**src/rtl/dmem_dump_pkg.sv**
```systemverilog
// Shared types and constants for the DMEM dump unit.
package dmem_dump_pkg;

  localparam int DMEM_WORDS = 1024;
  localparam int DEF_ADDR_W = 10;
  localparam int DEF_DATA_W = 32;
  localparam int BYTE_SHIFT = 2;

  typedef enum logic [1:0] {
    ST_IDLE  = 2'd0,
    ST_RUN   = 2'd1,
    ST_DRAIN = 2'd2,
    ST_FIN   = 2'd3
  } state_e;

  // One streamed record at the default geometry.
  typedef struct packed {
    logic [DEF_ADDR_W+BYTE_SHIFT-1:0] byte_addr;
    logic [DEF_DATA_W-1:0]            data;
    logic                             last;
  } record_t;

  // Word index to byte address.
  function automatic logic [DEF_ADDR_W+BYTE_SHIFT-1:0] word_to_byte(input logic [DEF_ADDR_W-1:0] idx);
    return {idx, {BYTE_SHIFT{1'b0}}};
  endfunction

endpackage

```
**src/rtl/dmem_dump_unit_if.sv**
```systemverilog
// Control, DMEM read port and record stream of the dump unit in one bundle.
interface dmem_dump_unit_if
  import dmem_dump_pkg::*;
#(
  parameter int ADDR_W = DEF_ADDR_W,
  parameter int DATA_W = DEF_DATA_W
);
  // control
  logic                       start;
  logic [ADDR_W-1:0]          base_idx;
  logic [ADDR_W:0]            count;
  logic                       busy;
  logic                       done;
  // DMEM read port
  logic                       mem_re;
  logic [ADDR_W-1:0]          mem_addr;
  logic [DATA_W-1:0]          mem_rdata;
  // record stream
  logic                       out_valid;
  logic                       out_ready;
  logic [ADDR_W+BYTE_SHIFT-1:0] out_byte_addr;
  logic [DATA_W-1:0]          out_data;
  logic                       out_last;

  // Dump unit side.
  modport slave (
    input  start, base_idx, count, mem_rdata, out_ready,
    output busy, done, mem_re, mem_addr, out_valid, out_byte_addr, out_data, out_last
  );

  // Controller / memory / consumer side.
  modport master (
    output start, base_idx, count, mem_rdata, out_ready,
    input  busy, done, mem_re, mem_addr, out_valid, out_byte_addr, out_data, out_last
  );
endinterface

```
**src/rtl/dump_skid_fifo.sv**
```systemverilog
// Two-entry valid/ready FIFO; a push into a full FIFO is accepted only when a pop retires the head in the same cycle.
module dump_skid_fifo #(
  parameter int W = 45
) (
  input  logic         clk,
  input  logic         reset_n,
  input  logic         push_i,
  input  logic [W-1:0] push_data_i,
  input  logic         pop_i,
  output logic [W-1:0] head_o,
  output logic         full_o,
  output logic         empty_o,
  output logic [1:0]   occ_o
);

  logic       rd_ptr_q, wr_ptr_q;
  logic [1:0] occ_q, occ_d;
  logic       do_pop, do_push;

  assign empty_o = (occ_q == 2'd0);
  assign full_o  = (occ_q == 2'd2);
  assign occ_o   = occ_q;
  assign do_pop  = pop_i && !empty_o;
  assign do_push = push_i && (!full_o || do_pop);

  genvar gi;
  generate
    for (gi = 0; gi < 2; gi++) begin : g_entry
      logic [W-1:0] data_q;
      // Storage slot gi: written when the write pointer selects it.
      always_ff @(posedge clk) begin
        if (!reset_n) begin
          data_q <= '0;
        end else if (do_push && (wr_ptr_q == 1'(gi))) begin
          data_q <= push_data_i;
        end
      end
    end
  endgenerate

  assign head_o = rd_ptr_q ? g_entry[1].data_q : g_entry[0].data_q;

  // Occupancy next state; push+pop together leaves it unchanged.
  always_comb begin
    occ_d = occ_q;
    if (do_push && !do_pop) begin
      occ_d = occ_q + 2'd1;
    end else if (!do_push && do_pop) begin
      occ_d = occ_q - 2'd1;
    end
  end

  // Pointer and occupancy registers.
  always_ff @(posedge clk) begin
    if (!reset_n) begin
      rd_ptr_q <= 1'b0;
      wr_ptr_q <= 1'b0;
      occ_q    <= 2'd0;
    end else begin
      if (do_pop)  rd_ptr_q <= ~rd_ptr_q;
      if (do_push) wr_ptr_q <= ~wr_ptr_q;
      occ_q <= occ_d;
    end
  end

endmodule

```
**src/rtl/dmem_dump_unit.sv**
```systemverilog
// Walks a window of DMEM through a synchronous read port and streams (byte address, data) records.
module dmem_dump_unit
  import dmem_dump_pkg::*;
#(
  parameter int ADDR_W = DEF_ADDR_W,
  parameter int DATA_W = DEF_DATA_W
) (
  input  logic             clk,
  input  logic             reset_n,
  dmem_dump_unit_if.slave  bus
);

  localparam int BA_W  = ADDR_W + BYTE_SHIFT;
  localparam int REC_W = BA_W + DATA_W + 1;
  localparam logic [ADDR_W:0] CNT_ZERO = '0;
  localparam logic [ADDR_W:0] CNT_ONE  = {{ADDR_W{1'b0}}, 1'b1};

  state_e             state_q, state_d;
  logic [ADDR_W-1:0]  rd_idx_q, rd_idx_d;
  logic [ADDR_W:0]    rd_left_q, rd_left_d;
  logic [ADDR_W:0]    wr_left_q, wr_left_d;
  logic               infl_q;
  logic [ADDR_W-1:0]  infl_idx_q;
  logic               infl_last_q;

  logic               issue;
  logic               pop;
  logic               room;
  logic [REC_W-1:0]   push_rec;
  logic [REC_W-1:0]   head_rec;
  logic               fifo_full, fifo_empty;
  logic [1:0]         fifo_occ;

  assign pop = !fifo_empty && bus.out_ready;

  // A read may go out when the buffer plus the read in flight leave a free slot,
  // or when the head retires this cycle and frees one; that keeps full rate.
  assign room = (!fifo_full && !(infl_q && (fifo_occ != 2'd0))) || pop;

  // Next-state, read issue and retire accounting.
  always_comb begin
    state_d   = state_q;
    rd_idx_d  = rd_idx_q;
    rd_left_d = rd_left_q;
    wr_left_d = wr_left_q;
    issue     = 1'b0;
    if (pop) begin
      wr_left_d = wr_left_q - CNT_ONE;
    end
    case (state_q)
      ST_IDLE: begin
        if (bus.start) begin
          if (bus.count != CNT_ZERO) begin
            rd_idx_d  = bus.base_idx;
            rd_left_d = bus.count;
            wr_left_d = bus.count;
            state_d   = ST_RUN;
          end else begin
            state_d = ST_FIN;
          end
        end
      end
      ST_RUN: begin
        if (room && (rd_left_q != CNT_ZERO)) begin
          issue     = 1'b1;
          rd_idx_d  = rd_idx_q + 1'b1;
          rd_left_d = rd_left_q - CNT_ONE;
          if (rd_left_q == CNT_ONE) begin
            state_d = ST_DRAIN;
          end
        end
      end
      ST_DRAIN: begin
        // wr_left_d reaching zero implies the buffer empties at this edge.
        if (!infl_q && (wr_left_d == CNT_ZERO)) begin
          state_d = ST_FIN;
        end
      end
      ST_FIN: begin
        state_d = ST_IDLE;
      end
      default: begin
        state_d = ST_IDLE;
      end
    endcase
  end

  // State, walk counters and the in-flight read tag.
  always_ff @(posedge clk) begin
    if (!reset_n) begin
      state_q     <= ST_IDLE;
      rd_idx_q    <= '0;
      rd_left_q   <= '0;
      wr_left_q   <= '0;
      infl_q      <= 1'b0;
      infl_idx_q  <= '0;
      infl_last_q <= 1'b0;
    end else begin
      state_q   <= state_d;
      rd_idx_q  <= rd_idx_d;
      rd_left_q <= rd_left_d;
      wr_left_q <= wr_left_d;
      infl_q    <= issue;
      if (issue) begin
        infl_idx_q  <= rd_idx_q;
        infl_last_q <= (rd_left_q == CNT_ONE);
      end
    end
  end

  assign push_rec = {infl_idx_q, {BYTE_SHIFT{1'b0}}, bus.mem_rdata, infl_last_q};

  dump_skid_fifo #(.W(REC_W)) u_fifo (
    .clk         (clk),
    .reset_n     (reset_n),
    .push_i      (infl_q),
    .push_data_i (push_rec),
    .pop_i       (pop),
    .head_o      (head_rec),
    .full_o      (fifo_full),
    .empty_o     (fifo_empty),
    .occ_o       (fifo_occ)
  );

  assign bus.busy          = (state_q == ST_RUN) || (state_q == ST_DRAIN);
  assign bus.done          = (state_q == ST_FIN);
  assign bus.mem_re        = issue;
  assign bus.mem_addr      = rd_idx_q;
  assign bus.out_valid     = !fifo_empty;
  assign bus.out_byte_addr = head_rec[REC_W-1 -: BA_W];
  assign bus.out_data      = head_rec[DATA_W:1];
  assign bus.out_last      = head_rec[0];

endmodule

```
**src/flat_wrapper.sv**
```systemverilog
// flat-port wrapper written by rule: the top's interface ports become plain ports
module dmem_dump_unit_flat import dmem_dump_pkg::*;
#(
  parameter int ADDR_W = DEF_ADDR_W,
  parameter int DATA_W = DEF_DATA_W
)
  (clk, reset_n, bus_start, bus_base_idx, bus_count, bus_mem_rdata, bus_out_ready, bus_busy, bus_done, bus_mem_re, bus_mem_addr, bus_out_valid, bus_out_byte_addr, bus_out_data, bus_out_last);
  dmem_dump_unit_if #(.ADDR_W(ADDR_W), .DATA_W(DATA_W)) bus_i ();
  input  logic clk;
  input  logic reset_n;
  input wire logic [$bits(bus_i.start)-1:0] bus_start;
  input wire logic [$bits(bus_i.base_idx)-1:0] bus_base_idx;
  input wire logic [$bits(bus_i.count)-1:0] bus_count;
  input wire logic [$bits(bus_i.mem_rdata)-1:0] bus_mem_rdata;
  input wire logic [$bits(bus_i.out_ready)-1:0] bus_out_ready;
  output wire logic [$bits(bus_i.busy)-1:0] bus_busy;
  output wire logic [$bits(bus_i.done)-1:0] bus_done;
  output wire logic [$bits(bus_i.mem_re)-1:0] bus_mem_re;
  output wire logic [$bits(bus_i.mem_addr)-1:0] bus_mem_addr;
  output wire logic [$bits(bus_i.out_valid)-1:0] bus_out_valid;
  output wire logic [$bits(bus_i.out_byte_addr)-1:0] bus_out_byte_addr;
  output wire logic [$bits(bus_i.out_data)-1:0] bus_out_data;
  output wire logic [$bits(bus_i.out_last)-1:0] bus_out_last;
  assign bus_i.start = bus_start;
  assign bus_i.base_idx = bus_base_idx;
  assign bus_i.count = bus_count;
  assign bus_i.mem_rdata = bus_mem_rdata;
  assign bus_i.out_ready = bus_out_ready;
  assign bus_busy = bus_i.busy;
  assign bus_done = bus_i.done;
  assign bus_mem_re = bus_i.mem_re;
  assign bus_mem_addr = bus_i.mem_addr;
  assign bus_out_valid = bus_i.out_valid;
  assign bus_out_byte_addr = bus_i.out_byte_addr;
  assign bus_out_data = bus_i.out_data;
  assign bus_out_last = bus_i.out_last;
  dmem_dump_unit #(.ADDR_W(ADDR_W), .DATA_W(DATA_W)) u_core (.clk(clk), .reset_n(reset_n), .bus(bus_i));
endmodule
```
**config.mk**
```make
export PLATFORM = sky130hd
export DESIGN_NAME = dmem_dump_unit_flat
export DESIGN_NICKNAME = d
export VERILOG_FILES = /design/src/rtl/dmem_dump_pkg.sv /design/src/rtl/dmem_dump_unit_if.sv /design/src/rtl/dump_skid_fifo.sv /design/src/rtl/dmem_dump_unit.sv /design/src/flat_wrapper.sv
export SDC_FILE = /design/constraint.sdc
export NUM_CORES = 1
export LEC_CHECK = 0
export CAP_MARGIN = 20
export CORE_MARGIN = 1
export CORE_UTILIZATION = 48
export CTS_CLUSTER_SIZE = 16
export DETAILED_ROUTE_END_ITERATION = 8
export PLACE_DENSITY = 0.74
export SYNTH_ARGS = -nofsm -noshare
export SYNTH_HDL_FRONTEND = slang
export SYNTH_HIERARCHICAL = 1
export SYNTH_SLANG_ARGS = --single-unit
export TNS_END_PERCENT = 20
```
**constraint.sdc**
```tcl
create_clock -name clk -period 2.7 [get_ports clk]
set_input_delay 0.54 -clock clk [delete_from_list [all_inputs] [get_ports clk]]
set_output_delay 0.54 -clock clk [all_outputs]
set_load 0.005 [all_outputs]
```
# --- Yosys cells after proc, flatten, opt, wreduce, memory -nomap -nowiden ---
# Index checks and enable logic that the tools add are counted.
totals:
  regBits: 136
  in_bits: 57
  out_inout_bits: 59
op_classes:
  n_addsub: 5
  n_eq_ne: 10
  n_mux: 23
  n_bitwise: 2
  n_reduce_logical: 30
ops:
  columns: ["operator", "count"]
  rows:
  - ["11-bit 2-to-1 mux", 7]
  - ["45-bit 2-to-1 mux", 1]
  - ["10-bit 2-to-1 mux", 3]
  - ["11-bit case mux with 2 select lines", 1]
  - ["11-bit nonzero test", 2]
  - ["11-bit by 1-bit subtractor with 11-bit output, second input constant", 2]
  - ["10-bit case mux with 2 select lines", 1]
  - ["2-bit 2-to-1 mux", 7]
  - ["11-bit by 1-bit == test with 1-bit output, second input constant", 1]
  - ["1-bit logical AND", 11]
  - ["11-bit zero test", 1]
  - ["10-bit by 1-bit adder with 10-bit output, second input constant", 1]
  - ["2-bit by 1-bit inequality test with 1-bit output, second input constant", 4]
  - ["2-bit case mux with 4 select lines", 1]
  - ["4-bit AND reduction", 2]
  - ["2-bit == test, second input constant", 3]
  - ["1-bit zero test", 6]
  - ["2-bit nonzero test", 3]
  - ["2-bit zero test", 2]
  - ["1-bit logical OR", 3]
  - ["2-bit by 1-bit adder with 2-bit output, second input constant", 1]
  - ["2-bit by 1-bit == test with 1-bit output, second input constant", 1]
  - ["1-bit 2-to-1 mux", 2]
  - ["2-bit inequality test, second input constant", 1]
  - ["other kinds (2)", 3]

# --- Longest topological paths before layout ---
# Gate-level depths: netlist of the first run.
depth:
  depth_word: 10
  ltp_mapped: 9
  mapped_depth_nobuf: 9

# --- Hierarchy ---
# Netlist of the first run, hierarchy kept.
modules_own_cells:
  columns: ["module", "n_inst", "cells_each", "area_each_um2", "seq_area_each_um2"]
  rows:
  - ["dump_skid_fifo", 1, 413, 4169.0, 1881.8]
  - ["dmem_dump_unit", 1, 328, 2615.0, 920.9]

# --- Worst setup path after synthesis of the first run ---
# Ideal clock, no wire load.
synth_timing:
  path_type: "flip-flop to flip-flop"
  start: "register u_core.u_fifo.occ_q[0], in the netlist u_core/u_fifo/occ_o[0]"
  end: "register u_core.state_q[1]"
  setup_ps: 86
  arrival_ps: 2469
  t_required_ps: 2614
  path_slack_ps: 145
  stages_incl_launch_ff: 9
  synth_period_minus_slack_ps: 2555
  path_cell_list: "dfxtp_1 > nor2_1 > or4b_1 > buf_2 > or4b_4 > a311oi_2 > nand4_1 > a21o_1 > a211oi_1"
synth_between:
  elab_chain_len: 8
synth_rtl:
  columns: ["element", "line_no", "source"]
  rows:
  - ["start: declaration", "dump_skid_fifo.sv:17", "logic [1:0] occ_q, occ_d;"]
  - ["start signal: assignment", "dump_skid_fifo.sv:58", "occ_q <= 2'd0;"]
  - ["start signal: assignment", "dump_skid_fifo.sv:62", "occ_q <= occ_d;"]
  - ["2-bit zero test *", "dump_skid_fifo.sv:20", "assign empty_o = (occ_q == 2'd0);"]
  - ["via u_core.fifo_empty", "dmem_dump_unit.sv:31", "logic fifo_full, fifo_empty;"]
  - ["1-bit zero test *", "dmem_dump_unit.sv:34", "assign pop = !fifo_empty && bus.out_ready;"]
  - ["1-bit logical AND *", "dmem_dump_unit.sv:34", null]
  - ["11-bit 2-to-1 mux", "dmem_dump_unit.sv:47", "if (pop) begin"]
  - ["11-bit zero test", "dmem_dump_unit.sv:75", "if (!infl_q && (wr_left_d == CNT_ZERO)) begin"]
  - ["1-bit logical AND", "dmem_dump_unit.sv:75", null]
  - ["2-bit by 1-bit inequality test with 1-bit output (no line)", null, null]
  - ["4-bit AND reduction (no line) *", null, null]
  - ["end signal: assignment", "dmem_dump_unit.sv:99", "state_q <= state_d;"]
  - ["end: declaration", "dmem_dump_unit.sv:18", "state_e state_q, state_d;"]
# The timed path passes the listed nets; every way through them passes the cells marked *.
# A chain may end at the register's enable or synchronous reset.

# --- Worst setup path after layout of the first run ---
layout_timing:
  start: "register u_core.u_fifo.occ_q[1], in the netlist u_core/u_fifo/occ_o[1]"
  end: "register u_core.state_q[1]"
# The elaborated chain is that of the path after synthesis.

==> impl_results.md, run 1 <==
* Max Fclk at 0.379 GHz
* Final instance area at 8750 um2
* Status: finished, final reports clean
* Mean Syn Cell Area at 9.16 um2
* Top cells by area, synth: dfxtp_1 41%, mux2i_1 15%, nand2_1 9.2%, mux2_2 7.6%, a21oi_1 2.2%
* Worst Path Max Fanout at 7
* Post-synthesis cell type count at 62
* Clock Tree Root: clkbuf_16
* Most common cell after layout, fill and taps aside: nand2_1
* Share of post-route cells with drive strength above 1 at 0.143
* Number of synthesized flops with an enable pin at 0
* Final period utilization at 0.977
* R2R Path End: u_core/state_q[1]
* Initial DRC Count at 388
* WL per Instance at 15.6 um
* P_leak at 0.00327 uW
* DRT Pass-1 Iters at 5
* Starting Density at 0.491
* Kind of critical path: reg -> reg
* Clk_skew at 0.00483 ns
* DRC Markers at 0
* Final Max Slew Viols at 0
* Crit path DAT at 2.96 ns
* Die Y at 121 um
* Ys async rst share at 0
* I/O Buffers at 115
* Gp weighted congestion at 0.836
* Netlist Area Pre-Place at 6780 um2
* Dpl hpwl at 10.9 mm
* Ys Warns at 6
* Nets@finish at 918
* CP required at 3.02 ns
* H-tree depth at 4
* FILL cells at 1,153
* Tmin final at 2.64 ns
* Worst R2R Path Depth at 7
* Hold Path Depth at 2
* Startpoint Class: flip-flop
* RR Startpoint: u_core/u_fifo/occ_o[1]
* DP Area at 8110 um2
* RSZ-0062 raised after global routing: no
* Chip Width at 121 um
* Post-synth top flop: dfxtp_1
* Worst IR Drop VDD at 0.595 mV
* Total negative slack at 0 ns
* Placement Rows at 43
* Initial antenna violation count at 0
* Top cell type's share of synthesized area at 0.413
* Clk sinks at 140
* Crit path largest cell delay at 0.58 ns
* Global Route Usage Sum at 0.228
* Cell Pwr Density at 929 nW/um2
* CTS tree: done
* Hold_sp: u_core/u_fifo/g_entry[0].data_q[28]
* Number of I/O pins at 116
* Sequential fraction of the synthesis area at 0.413
* Max clock buf depth at 2
* Vias in the first global route at 5,525
* Clock-pin slew on the worst setup and hold paths at 0.06 ns
* # Max-Cap Violations at 0
* CTS Buf Count at 17
* Commonest cells after routing, fill and taps aside: 166 x nand2_1, 137 x dfxtp_1, 112 x clkdlybuf4s50_1
* Final setup viols at 0
* Grt total ovfl at 0
* Antenna-violating nets left at 0
* Slowest stage cell, crit path: or4b_1
* Layout area overhead at 28.9%
* Area leader, netlist: dfxtp_1
* CP Buf/Inv Count at 0
* R2r setup slk at 0.06 ns
* Worst skew pair latency at 0.41 ns
* Vias at 5,655
* Non-filler cells, final at 1,042
* # hold bufs at CTS at 0
* Seq cells post-synth at 140
* Core Footprint at 13,800 um2
* Ant. Diodes at 0
* Fin. Hold Viols at 0
* Placed cells at 1,012
* Worst min path class: reg -> reg
* First-pass GRT wire length at 26.4 mm
* Final WL at 16.3 mm
* Worst setup EP type: flip-flop
* Post-DR vias/cell at 5.43
* Cells after Synth at 741
* Largest net degree at the start of global routing at 62
* Setup bufs post-CTS at 0
* CP top delay family: simple AND/OR/NAND/NOR gates
* Die area at 14,600 um2
* CP Cell Sequence: nor2_1 > or4b_1 > or4b_4 > a311oi_2 > nand4_1 > a21o_1 > a211oi_1
* Hold Path Sink: u_core/u_fifo/g_entry[0].data_q[28]
==> worst max-delay path by stage <==
stage                      startpoint                 to  slack [ns]  cells past startpoint
2_1_floorplan  u_core/u_fifo/occ_o[0]  u_core/state_q[1]        0.15                      8
3_3_place_gp            bus_out_ready  u_core/state_q[1]       -0.27                      7
3_5_place_dp            bus_out_ready  u_core/state_q[1]       -0.41                      7
4_1_cts        u_core/u_fifo/occ_o[1]  u_core/state_q[1]        0.02                      7
5_1_grt        u_core/u_fifo/occ_o[1]  u_core/state_q[1]       0.003                      7
6_report       u_core/u_fifo/occ_o[1]  u_core/state_q[1]        0.06                      7
==> cell families (layout without fill, tap and decap cells) <==
family          after synthesis  in the layout  share of synthesized area
compound gates               96             96                     0.0968
fa+ha+maj                    10             10                     0.0184
buf+inv                      69            189                     0.0551
xor+xnor                     13             13                     0.0168
flops                       140            140                      0.413
simple gates                264            264                      0.172
other cells                   1              2                   0.000553
mux                         148            148                      0.227
==> synthesized netlist by cell type, types with 7 or more instances <==
master / number
buf_2: 10
ha_1: 10
nor3_1: 16
xnor2_1: 9
nand2_1: 166
o32ai_1: 10
a211oi_1: 10
clkbuf_1: 30
inv_1: 16
a21oi_1: 30
nor4_1: 7
o21ai_0: 13
nor2_1: 38
mux2_2: 46
mux2i_1: 102
dfxtp_1: 140
==> power breakdown <==
group	switching, uW	internal [uW]
Clock	825	1560
Combinational	1480	1490
Sequential	353	2410
==> per-layer routing <==
layer  part of all wire  GRT usage
met4              0.016     0.0864
met2               0.48      0.384
met1               0.45      0.286
met3              0.049     0.0446
met5                  0          0
==> tightest hold or removal path, cell delays in order, from the launching register on <==
cell,delay (ns)
dfxtp_1,0.30
nand2_1,0.05
mux2i_1,0.05
==> registers in the layout, indices dropped and copies added, names as in the netlist, 2 cells and up <==
register / cells
u_core/u_fifo/occ_o: 2
u_core/bus.mem_addr: 10
u_core/u_fifo/g_entry.data_q: 90
u_core/rd_left_q: 11
u_core/state_q: 2
u_core/infl_idx_q: 10
u_core/wr_left_q: 11
==> repair_timing <==
item,CTS,global route
setup endpoints to repair,1,1
gates resized for setup,9,1
pin swaps,1,0
gates cloned,0,0
endpoints found under the hold margin,0,0
==> layout make-up <==
cell class                      count  area (um2)  share of cell area
Clock buffer                       24         502              0.0574
Clock inverter                      6         109              0.0124
Inverter                           17        63.8             0.00730
Multi-Input combinational cell    533        3640               0.416
Sequential cell                   140        2810               0.321
Tap cell                          180         225              0.0258
Timing Repair Buffer              142        1400               0.160
==> per-stage QoR <==
stage / hold slack [ns] / total power [uW] / worst slack (ns) / utilization
global route: 0.472 / 8560 / 0.00291 / 0.633
global placement: 0.439 / 5550 / -0.273 / 0.587
finish: 0.452 / 8120 / 0.0630 / 0.633
floorplan: 0.431 / 4630 / 0.145 / -
detailed placement: 0.446 / 5650 / -0.407 / 0.587
CTS: 0.454 / 8140 / 0.0236 / 0.632
Note: power is estimated with default switching activity, not from simulation.
==> inputs of run 2 (changes only) <==
CORE_UTILIZATION = 47   (was 48)
SYNTH_HIERARCHICAL = unset   (was 1)
==> run 2 against run 1 <==
  * Register-to-register slack improved by 0.45 ns
  * Die area decreased by 6.3%
  * Clock skew increased by 0.0026 ns
  * Hold slack about the same
  * Critical path depth unchanged
==> impl_results.md, run 2 <==
* Status: finished, final reports clean
* I/O Buffers at 113
* Placement Rows at 41
* Netlist Area Pre-Place at 6220 um2
* Clk sinks at 136
* Final period utilization at 0.962
* Initial antenna violation count at 0
* Worst setup EP type: output pin
* Commonest cells post-synth: 208 x nand2_1, 136 x dfxtp_1, 120 x a21oi_1
* Tmin final at 2.60 ns
* Sequential fraction of design power at 0.341
* Number of synthesized flops with an enable pin at 0
* First-pass GRT wire length at 26.3 mm
* Most common cell after layout, fill and taps aside: nand2_1
* Most common cell in the netlist: nand2_1
* Worst Path Max Fanout at 4
* Worst slew pin tran at 0.598 ns
* Fin. Hold Viols at 0
* Max-slew headroom at 0.601
* Die area at 13,700 um2
* R2r setup slk at 0.51 ns
* Max FFs per register at 86
* Gp weighted congestion at 0.891
* Final WL at 16.3 mm
* WHS at 0.451 ns
* Sw Share at 0.344
* Seq cells post-synth at 136
* Pint at 5040 uW
* Worst min path class: reg -> reg
* Ant. Diodes at 0
* Logic pwr share at 0.370
* Vias at 5,892
* Grt total ovfl at 0
* Commonest cells after routing, fill and taps aside: 208 x nand2_1, 133 x dfxtp_1, 120 x a21oi_1
* Routing usage on met1 at 0.310
* Post-synthesis cell type count at 59
* Nets@finish at 943
* FILL cells at 1,024
* Final Max Slew Viols at 0
* Global Route Usage Sum at 0.246
* P_leak at 0.00300 uW
* Met2 Use GR at 0.407
* Max clock buf depth at 2
* Clk_skew at 0.00747 ns
* Worst R2R Path Depth at 8
* Number of I/O pins at 116
* Setup crit end: bus_mem_re
* DRC Markers at 0
* Worst skew pair latency at 0.41 ns
* Global Route met3 Usage at 0.0520
* R2R Path End: u_core.rd_left_q[1]
* Antenna-violating nets left at 0
* Layout area overhead at 32.1%
* DRT Pass-1 Iters at 5
* Cells after Synth at 773
* Area leader, netlist: dfxtp_1
* Reg with most FFs: u_core.u_fifo.g_entry.data_q
* RSZ-0062 raised after global routing: no
* Clock Power Share at 0.289
* RR Startpoint: u_core.state_q[1]
* Startpoint Class: flip-flop
* Dpl hpwl at 10.8 mm
* Post-synth top flop: dfxtp_1
* Clock Tree Root: clkbuf_16
* Share of post-route cells with drive strength above 1 at 0.127
* Initial DRC Count at 435
* Post-DR vias/cell at 5.56
* Sw power at 2640 uW
* WL per Instance at 15.3 um
* Die Y at 117 um
* Ys Warns at 0
* CTS tree: done
* # Max-Cap Violations at 0
* Final setup viols at 0
* Core Footprint at 12,800 um2
* Crit path DAT at 2.06 ns
* CP required at 2.16 ns
* Top cell type's share of synthesized area at 0.438
* Kind of critical path: reg -> out
* Chip Width at 117 um
* Worst Setup SP: u_core.rd_left_q[0]
* Sequential fraction of the synthesis area at 0.438
* Starting Density at 0.487
* Ys async rst share at 0
* H-tree depth at 4
* Max Fclk at 0.385 GHz
* Largest regs: u_core.u_fifo.g_entry.data_q: 86 flops, u_core.rd_left_q: 11 flops, u_core.wr_left_q: 11 flops
* Vias in the first global route at 5,627
* Worst IR Drop VDD at 0.680 mV
* Total negative slack at 0 ns
* Cell Pwr Density at 934 nW/um2
* CTS Buf Count at 17
* GRT Max-Usage Layer: met2
* Top cells by area, synth: dfxtp_1 44%, nand2_1 13%, a21oi_1 9.7%, mux2_2 7.8%, clkbuf_1 2.6%
* Clock-pin slew on the worst setup and hold paths at 0.06 ns
* Largest net degree at the start of global routing at 49
* Mean Syn Cell Area at 8.04 um2
[run 2: cell types whose count changed in the layout (fill, tap and decap cells not counted), moves of 5 or more]
| cell | previous run | this run |
|---|---|---|
| a21oi_1 | 30 | 120 |
| buf_4 | 24 | 18 |
| inv_1 | 16 | 10 |
| mux2i_1 | 102 | 12 |
| nand2_1 | 166 | 208 |
| nand2b_1 | 1 | 6 |
| nand3_1 | 6 | 11 |
[run 2: metal layers]
| metal | share of wire | vias up |
|---|---|---|
| met5 | 0 | - |
| met4 | 0.020 | 0 |
| met3 | 0.056 | 29 |
| met2 | 0.47 | 208 |
| met1 | 0.45 | 2801 |
| li1 | - | 2854 |
[run 2: through the flow]
step / power (uW) / instances / setup slack (ns) / util / area, um2
after global routing: 8110 / 1060 / 0.00453 / 0.643 / 8220
after detailed placement: 5390 / 1029 / 0.0874 / 0.597 / 7630
final: 7680 / 1060 / 0.102 / 0.643 / 8220
after CTS: 7640 / 1059 / 0.00572 / 0.642 / 8200
after floorplan: 4310 / 774 / 0.632 / - / 6220
after global placement: 5310 / 1029 / 0.131 / 0.597 / 7630
[run 2: cell families (layout without fill, tap and decap cells)]
family	count (synthesis)	in the layout	synth area share
adders and majority gates	9	9	0.0181
AOI/OAI and AO/OA	180	180	0.170
muxes	55	55	0.0972
other	1	2	0.000603
buffers and inverters	68	182	0.0451
xor gates and xnor gates	11	11	0.0155
DFF	136	136	0.438
and+or+nand+nor	313	313	0.216
[run 2: critical path, stage by stage (launching register included)]
cell and delay, ns:
dfxtp_2 0.35, inv_1 0.08, ha_1 0.24, nor3b_4 0.17, nand3_2 0.09, nand3_2 0.11, inv_1 0.11, clkdlybuf4s50_1 0.51
[run 2: how the worst min path moves through the flow]
| stage | startpoint | cells past startpoint | end | slack, ns |
|---|---|---|---|---|
| final | u_core.u_fifo.g_entry[0].data_q[5] | 2 | u_core.u_fifo.g_entry[0].data_q[5] | 0.45 |
| after global routing | u_core.u_fifo.g_entry[0].data_q[0] | 2 | u_core.u_fifo.g_entry[0].data_q[0] | 0.46 |
| after CTS | u_core.u_fifo.g_entry[0].data_q[5] | 2 | u_core.u_fifo.g_entry[0].data_q[5] | 0.45 |
| after detailed placement | u_core.u_fifo.g_entry[0].data_q[0] | 2 | u_core.u_fifo.g_entry[0].data_q[0] | 0.44 |
| after global placement | u_core.u_fifo.g_entry[1].data_q[29] | 2 | u_core.u_fifo.g_entry[1].data_q[29] | 0.44 |
| after floorplan | u_core.u_fifo.g_entry[1].data_q[0] | 2 | u_core.u_fifo.g_entry[1].data_q[0] | 0.43 |
[run 2: area by class of cell]
cell class | count | area (um2) | area share
clock buffer | 23 | 468 | 0.0570
inverter | 14 | 58.8 | 0.00716
sequential | 136 | 2730 | 0.332
tap | 172 | 215 | 0.0262
clock inverter | 7 | 96.3 | 0.0117
timing repair buffer | 138 | 1410 | 0.171
multi-input combinational | 570 | 3250 | 0.395
[run 2: power by group through the flow]
| stage | Sequential, uW | Clock [uW] | Combinational (uW) |
|---|---|---|---|
| finish | 2610 | 2220 | 2840 |
| global route | 2660 | 2360 | 3100 |
| CTS | 2600 | 2260 | 2780 |
| detailed placement | 2640 | 0 | 2750 |
| global placement | 2610 | 0 | 2700 |
| floorplan | 2540 | 0 | 1780 |
[run 2: timing repair]
action | CTS | global route
buffers inserted | 0 | 1
gates resized for setup | 1 | 4
setup endpoints to repair | 1 | 1
hold buffers | 0 | 0
